[config.mk]
export PLATFORM = sky130hd
export DESIGN_NAME = cache_line_mover
export DESIGN_NICKNAME = d
export VERILOG_FILES = /design/src/rtl/cache_line_mover.sv
export SDC_FILE = /design/constraint.sdc
export NUM_CORES = 1
export LEC_CHECK = 0
export BUFFER_PORTS_ARGS = -buffer_cell sky130_fd_sc_hd__buf_2
export CAP_MARGIN = 5
export CORE_MARGIN = 5
export CORE_UTILIZATION = 51
export DETAILED_ROUTE_END_ITERATION = 10
export PLACE_DENSITY = 0.82
export SETUP_SLACK_MARGIN = 0.1
export SLEW_MARGIN = 20
export SYNTH_ARGS = -nofsm -noshare
export SYNTH_HDL_FRONTEND = slang
export SYNTH_SLANG_ARGS = --single-unit
[constraint.sdc]
create_clock -name clk -period 2.67 [get_ports clk]
set_input_delay 0.534 -clock clk [delete_from_list [all_inputs] [get_ports clk]]
set_output_delay 0.534 -clock clk [all_outputs]
set_load 0.02 [all_outputs]
[src/rtl/cache_line_mover.sv]
// rtl/cache_line_mover.sv - memory-side line fill / writeback engine for the data cache
//
// Turns the cache FSM's level-held load (line fill) and writeback (dirty
// eviction) requests into word-by-word beats on a strobe/ack memory bus.
// A dirty miss (load and writeback together) runs writeback then fill back to
// back under a single acceptance.
//
// Optional feature macro: CACHE_CRITICAL_WORD_FIRST_EN
//   defined   - fill starts at the word addressed by req_addr and wraps
//   undefined - fill always runs word 0 upward
//
// Ports:
//   clk, rst_n           clock (rising edge), asynchronous active-low reset
//   load, writeback      fill / eviction requests (level, held until pulse)
//   req_addr             miss address, any byte within the line
//   wb_addr, wb_line     victim line address (offset ignored) and data, word 0 in LSBs
//   busy                 transfer in progress (IDLE excluded)
//   fill_line            assembled fill line, word 0 in LSBs
//   fill_valid, wb_done  one-cycle completion pulses
//   mem_rd, mem_wr       memory read / write strobes, never both high
//   mem_addr, mem_wdata  word-aligned beat address and write data
//   mem_rdata, mem_ack   read data and beat acknowledge from memory

module cache_line_mover #(
    parameter int WORDS_PER_LINE = 4,
    parameter int ADDR_W         = 32,
    parameter int DATA_W         = 32
) (
    input  logic                             clk,
    input  logic                             rst_n,
    input  logic                             load,
    input  logic                             writeback,
    input  logic [ADDR_W-1:0]                req_addr,
    input  logic [ADDR_W-1:0]                wb_addr,
    input  logic [DATA_W*WORDS_PER_LINE-1:0] wb_line,
    output logic                             busy,
    output logic [DATA_W*WORDS_PER_LINE-1:0] fill_line,
    output logic                             fill_valid,
    output logic                             wb_done,
    output logic                             mem_rd,
    output logic                             mem_wr,
    output logic [ADDR_W-1:0]                mem_addr,
    output logic [DATA_W-1:0]                mem_wdata,
    input  logic [DATA_W-1:0]                mem_rdata,
    input  logic                             mem_ack
);

    localparam int BW     = $clog2(WORDS_PER_LINE);
    localparam int OFF    = $clog2(DATA_W / 8);
    localparam int HI_W   = ADDR_W - BW - OFF;
    localparam int LINE_W = DATA_W * WORDS_PER_LINE;

    typedef enum logic [1:0] {
        S_IDLE,
        S_WB,
        S_FILL,
        S_DONE
    } state_t;

    state_t              state;
    state_t              next_state;
    logic [BW-1:0]       beat;
    logic [BW-1:0]       fill_start;
    logic [BW-1:0]       fill_idx;
    logic [BW-1:0]       req_word;
    logic [HI_W-1:0]     wb_hi;
    logic [HI_W-1:0]     fill_hi;
    logic [LINE_W-1:0]   wb_data;
    logic [LINE_W-1:0]   fill_line_q;
    logic                pend_fill;
    logic                did_fill;
    logic                wb_done_q;
    logic                last_beat;

    // Offset bits of the victim address never matter; the low req_addr bits
    // only matter when critical-word-first is built in.
    logic unused_bits;
    assign unused_bits = ^{wb_addr[OFF+BW-1:0], req_addr[OFF+BW-1:0]};

    assign req_word  = req_addr[OFF+BW-1:OFF];
    assign last_beat = (beat == BW'(WORDS_PER_LINE - 1));

    // The beat counter always runs 0 upward; the fill word index is that
    // count offset by the captured start word, wrapping modulo the line.
    assign fill_idx  = fill_start + beat;

    assign fill_line = fill_line_q;
    assign wb_done   = wb_done_q;

    always_ff @(posedge clk or negedge rst_n) begin
        if (!rst_n) begin
            state <= S_IDLE;
        end else begin
            state <= next_state;
        end
    end

    always_comb begin
        next_state = state;
        busy       = 1'b0;
        mem_rd     = 1'b0;
        mem_wr     = 1'b0;
        mem_addr   = '0;
        mem_wdata  = '0;
        fill_valid = 1'b0;
        case (state)
            S_IDLE: begin
                if (writeback) begin
                    next_state = S_WB;
                end else if (load) begin
                    next_state = S_FILL;
                end
            end
            S_WB: begin
                busy      = 1'b1;
                mem_wr    = 1'b1;
                mem_addr  = {wb_hi, beat, {OFF{1'b0}}};
                mem_wdata = wb_data[int'(beat)*DATA_W +: DATA_W];
                if (mem_ack && last_beat) begin
                    next_state = pend_fill ? S_FILL : S_DONE;
                end
            end
            S_FILL: begin
                busy     = 1'b1;
                mem_rd   = 1'b1;
                mem_addr = {fill_hi, fill_idx, {OFF{1'b0}}};
                if (mem_ack && last_beat) begin
                    next_state = S_DONE;
                end
            end
            S_DONE: begin
                busy       = 1'b1;
                fill_valid = did_fill;
                next_state = S_IDLE;
            end
            default: begin
                next_state = S_IDLE;
            end
        endcase
    end

    always_ff @(posedge clk or negedge rst_n) begin
        if (!rst_n) begin
            beat        <= '0;
            fill_start  <= '0;
            wb_hi       <= '0;
            fill_hi     <= '0;
            wb_data     <= '0;
            fill_line_q <= '0;
            pend_fill   <= 1'b0;
            did_fill    <= 1'b0;
            wb_done_q   <= 1'b0;
        end else begin
            wb_done_q <= 1'b0;
            case (state)
                S_IDLE: begin
                    beat     <= '0;
                    did_fill <= 1'b0;
                    if (writeback || load) begin
                        fill_hi <= req_addr[ADDR_W-1:OFF+BW];
`ifdef CACHE_CRITICAL_WORD_FIRST_EN
                        fill_start <= req_word;
`else
                        fill_start <= '0;
`endif
                    end
                    if (writeback) begin
                        wb_hi     <= wb_addr[ADDR_W-1:OFF+BW];
                        wb_data   <= wb_line;
                        pend_fill <= load;
                    end else begin
                        pend_fill <= 1'b0;
                    end
                end
                S_WB: begin
                    if (mem_ack) begin
                        beat <= beat + 1'b1;
                        if (last_beat) begin
                            // Pulse lands in DONE, or in the first FILL
                            // cycle of a dirty miss.
                            wb_done_q <= 1'b1;
                        end
                    end
                end
                S_FILL: begin
                    did_fill <= 1'b1;
                    if (mem_ack) begin
                        fill_line_q[int'(fill_idx)*DATA_W +: DATA_W] <= mem_rdata;
                        beat <= beat + 1'b1;
                    end
                end
                S_DONE: begin
                    pend_fill <= 1'b0;
                end
                default: begin
                    beat <= '0;
                end
            endcase
        end
    end

endmodule
==> metrics.log <==
[metrics] largest net degree at the start of global routing: 67
[metrics] met2 track demand over resource in global routing: 40.8%
[metrics] detailed-route via count: 9,532
[metrics] Seq cells post-synth: 319
[metrics] type of the worst min-delay path: in -> reg
[metrics] area enclosed by the die boundary: 29,600 um2
[metrics] latest clock arrival within the worst-skew pair: 500 ps
[metrics] number of enable flip-flop cells after synthesis: 0
[metrics] area growth from synthesis to layout: 31.5%
[metrics] largest fanout on the critical path: 7
[metrics] fraction of power consumed by sequential logic: a little over a third
[metrics] CP max-delay cell: sky130_fd_sc_hd__mux4_2
[metrics] row cnt: 59
[metrics] TritonCTS clock tree: built
[metrics] post-synthesis sequential area ratio: 59.6%
[metrics] Layout Cell Area excl Fill: between 15,000 and 20,000 um2
[metrics] clock tree root driver cell: sky130_fd_sc_hd__clkbuf_16
[metrics] level count of the clock H-tree: 2
[metrics] most congested layer reported by global routing: met2
[metrics] run status: complete, no violations
[metrics] reported leakage power: 0.00876 uW
[metrics] Cell Area, Placed: 15,900 um2
[metrics] post-route insts no fill: 1,672
[metrics] max-cap violation count: 0
[metrics] primary flip-flop cell chosen by synthesis mapping: sky130_fd_sc_hd__dfrtp_1
[metrics] antenna-violating nets left: 0
[metrics] worst path arrival time: roughly 2100 ps
[metrics] Internal: 14,600 uW
[metrics] ranking of synthesized cells by area: sky130_fd_sc_hd__dfrtp_1 (60%), sky130_fd_sc_hd__mux2_2 (16%), sky130_fd_sc_hd__a22o_1 (6.5%)
[metrics] post-synthesis cell type with the largest combined area: sky130_fd_sc_hd__dfrtp_1
[metrics] Final Cycle Share: 98.4%
[metrics] library cells used by synthesis: 38
[metrics] worst IR drop on VDD: 751 uV
[metrics] Port-buffer cells: 415
[metrics] gate count of the mapped netlist: approximately 880
[metrics] post-DR vias/cell: 5.70
[metrics] clock-pin slew on the worst setup and hold paths: 60 ps
[metrics] summed instance area of the synthesized netlist: 13,400 um2
[metrics] length of the first detailed-routing pass in iterations: 5
[metrics] clk sink count: 319
[metrics] starting density of the core: 51.5%
[metrics] post-detailed-routing wire length: approximately 38,000 um
[metrics] critical path type: reg -> out
[metrics] Setup crit start kind: flip-flop
[metrics] final count of pins violating max slew: 0
[metrics] maximum achievable frequency: 381 MHz
[metrics] setup violation total in the final timing report: 0
[metrics] Starting DRT DRC Count: between 500 and 600
[metrics] clock network power share: 22.4%
[metrics] die height: between 150 and 200 um
[metrics] DRC violation count after routing: 0
[metrics] Worst path max stage delay: about 500 ps
[metrics] total congestion overflow: 0
[metrics] initial antenna violation count: 11
[metrics] vias in the first global route: 10,100
[metrics] aggregate global-route resource usage: 24.6%
[metrics] buffering stage count on the worst path with inverters included: 4
[metrics] portion of synthesized cell area occupied by the leading cell type: between 50% and 60%
[metrics] placed wire-length estimate after detailed placement: ~26,000 um
[metrics] P per Cell Area: 1250 nW/um2
[metrics] Top Ports: around 430
[metrics] Net Sw Power: roughly 7400 uW
[metrics] total negative slack for setup checks: 0 ps
[metrics] post-route worst setup slack: 44.0 ps
[metrics] Filler Cell Count: 1,778
[metrics] floorplan die width: 172 um
[metrics] Post-Synthesis Mean Instance Area: 15.2 um2
[metrics] final count of hold timing violations: 0
[metrics] number of nets in the final layout: 1,546
[metrics] Sw Share: 33.5%
[metrics] final estimated routing congestion in global placement: approximately 0.87
[metrics] endpoint type of the worst setup path: primary output
[metrics] placed insts: around 1,600
[metrics] required arrival time at the worst endpoint: 2140 ps
[metrics] setup repair after global routing missed its margin: true
[metrics] fin crit period: 2630 ps
[metrics] family with the most delay on the worst path: multiplexers
[metrics] global routing met3 resource utilization: 8.14%
[metrics] cell chain of the critical path: buf_12, buf_8, buf_16, mux4_2, and2_4, buf_6
[metrics] share of synthesized registers carrying an async set or reset: 100%
[metrics] final setup skew: 9.09 ps
[metrics] detailed-route wire length per cell: 22.5 um
[metrics] Worst Setup Slack post-DPL: 452 ps
[metrics] wire length of the first global-routing pass: 57,100 um
[metrics] number of warnings printed during yosys synthesis: 0
[metrics] Global Route met1 Usage: slightly above 30%
[metrics] number of clock buffers inserted by TritonCTS: 35
[metrics] layout cell share with drive strength beyond 1: approximately three fifths
[metrics] combinational cell fraction of total power: about two fifths
[metrics] core area: 26,000 um2
[metrics] clock tree buffer depth: 3
[layout make-up]
cell class	count	area, um2	share of cell area (%)
Timing Repair Buffer	459	2850	16.2
Tap cell	335	419	2.38
Inverter	9	33.8	0.192
Multi-Input combinational cell	481	5120	29.1
Clock buffer	52	1040	5.92
Clock inverter	10	135	0.768
Sequential cell	319	7990	45.4
Antenna cell	7	17.5	0.0995
[layout by cell type, fill, tap and decap left out, types with 2 or more instances in the layout]
master and n:
sky130_fd_sc_hd__buf_2 388, sky130_fd_sc_hd__nor2_1 3, sky130_fd_sc_hd__nor2b_1 28, sky130_fd_sc_hd__nand3_2 2, sky130_fd_sc_hd__nand2_1 2, sky130_fd_sc_hd__inv_2 3
sky130_fd_sc_hd__and3_1 3, sky130_fd_sc_hd__dfrtp_2 4, sky130_fd_sc_hd__and2_4 25, sky130_fd_sc_hd__a22o_2 28, sky130_fd_sc_hd__clkbuf_1 9, sky130_fd_sc_hd__o31ai_1 3
sky130_fd_sc_hd__nand3_1 2, sky130_fd_sc_hd__buf_16 3, sky130_fd_sc_hd__bufinv_16 3, sky130_fd_sc_hd__ha_4 3, sky130_fd_sc_hd__nor4b_4 3, sky130_fd_sc_hd__and2_1 8
sky130_fd_sc_hd__buf_12 13, sky130_fd_sc_hd__a22oi_1 28, sky130_fd_sc_hd__clkbuf_8 6, sky130_fd_sc_hd__clkinv_2 4, sky130_fd_sc_hd__dfrtp_1 315, sky130_fd_sc_hd__buf_8 3
sky130_fd_sc_hd__diode_2 7, sky130_fd_sc_hd__ha_1 9, sky130_fd_sc_hd__mux2_2 185, sky130_fd_sc_hd__conb_1 2, sky130_fd_sc_hd__clkbuf_16 38, sky130_fd_sc_hd__mux4_2 32
sky130_fd_sc_hd__buf_6 29, sky130_fd_sc_hd__buf_4 21, sky130_fd_sc_hd__a22o_1 100, sky130_fd_sc_hd__inv_1 6
[sequential cells by signal (all words and copies together), names as in the netlist]
register,cells
fill_line,128
wb_data,128
fill_hi,28
wb_hi,28
beat,2
state,2
did_fill,1
pend_fill,1
wb_done,1
[kinds of logic (layout without fill, tap and decap cells)]
group	Yosys count	in the layout	share of synthesized area, %
xor gates and xnor gates	1	1	0.0655
AOI/OAI and AO/OA	168	168	10.9
other	1	9	0.0280
adders and majority gates	12	12	1.12
muxes	217	217	20.9
buffers and inverters	79	530	2.94
and+or+nand+nor	81	81	4.36
DFF	319	319	59.6
[repair_timing]
item | CTS | global route
pin swaps | 13 | 7
hold endpoints to repair | 52 | 0
resized for setup | 80 | 17
setup buffers | 5 | 4
cloned | 3 | 1
endpoints found under the setup margin | 61 | 59
hold buffers | 1 | 0
[layer usage]
metal  wire length [um]  up-vias  part of all wire [%]
li1                   -     4128                     -
met1              14200     4868                    38
met2              18200      433                    48
met3               3890       93                    10
met4               1290       10                   3.4
met5                 69        -                  0.18
[cell usage after synthesis (3+ instances only)]
library cell / number
sky130_fd_sc_hd__buf_2: 27
sky130_fd_sc_hd__and3_1: 3
sky130_fd_sc_hd__dfrtp_1: 319
sky130_fd_sc_hd__nand2_1: 3
sky130_fd_sc_hd__nor2b_1: 28
sky130_fd_sc_hd__a22o_2: 28
sky130_fd_sc_hd__nor2_1: 3
sky130_fd_sc_hd__clkbuf_1: 28
sky130_fd_sc_hd__nor4b_4: 3
sky130_fd_sc_hd__buf_6: 3
sky130_fd_sc_hd__inv_1: 8
sky130_fd_sc_hd__o31ai_1: 3
sky130_fd_sc_hd__a22o_1: 100
sky130_fd_sc_hd__mux4_2: 32
sky130_fd_sc_hd__a22oi_1: 28
sky130_fd_sc_hd__mux2_2: 185
sky130_fd_sc_hd__buf_4: 11
sky130_fd_sc_hd__ha_1: 12
sky130_fd_sc_hd__and2_1: 33
[power by group through the flow]
stage                     Sequential (uW)  Combinational [uW]  Clock, uW
after floorplan                      8300                5260          0
after global placement               7890                8070          0
after detailed placement             8000                8280          0
after CTS                            7930                9010       4990
after global routing                 8150                9750       5180
final                                7950                9100       4910
[through the flow]
step	total power (uW)	util (%)	hold WS, ps
after floorplan	13600	-	238
after global placement	16000	61.2	466
after detailed placement	16300	61.2	476
after CTS	21900	67.3	242
after global routing	23100	67.7	247
final	22000	67.7	264
[worst paths after layout]
check	startpoint	endpoint	slack [ps]	cells after the start
worst max-delay path	beat[0]$_DFFE_PN0P_	mem_wdata[20]	40	6
worst min-delay path	wb_line[55]	wb_data[55]$_DFFE_PN0P_	260	2
worst max register to register	beat[0]$_DFFE_PN0P_	fill_line[91]$_DFFE_PN0P_	420	7
worst min register to register	did_fill$_DFFE_PN0P_	did_fill$_DFFE_PN0P_	480	1
max in group asynchronous	rst_n	wb_data[58]$_DFFE_PN0P_	1320	3
min in group asynchronous	rst_n	fill_line[3]$_DFFE_PN0P_	560	2
Note: power is estimated with default switching activity, not from simulation.
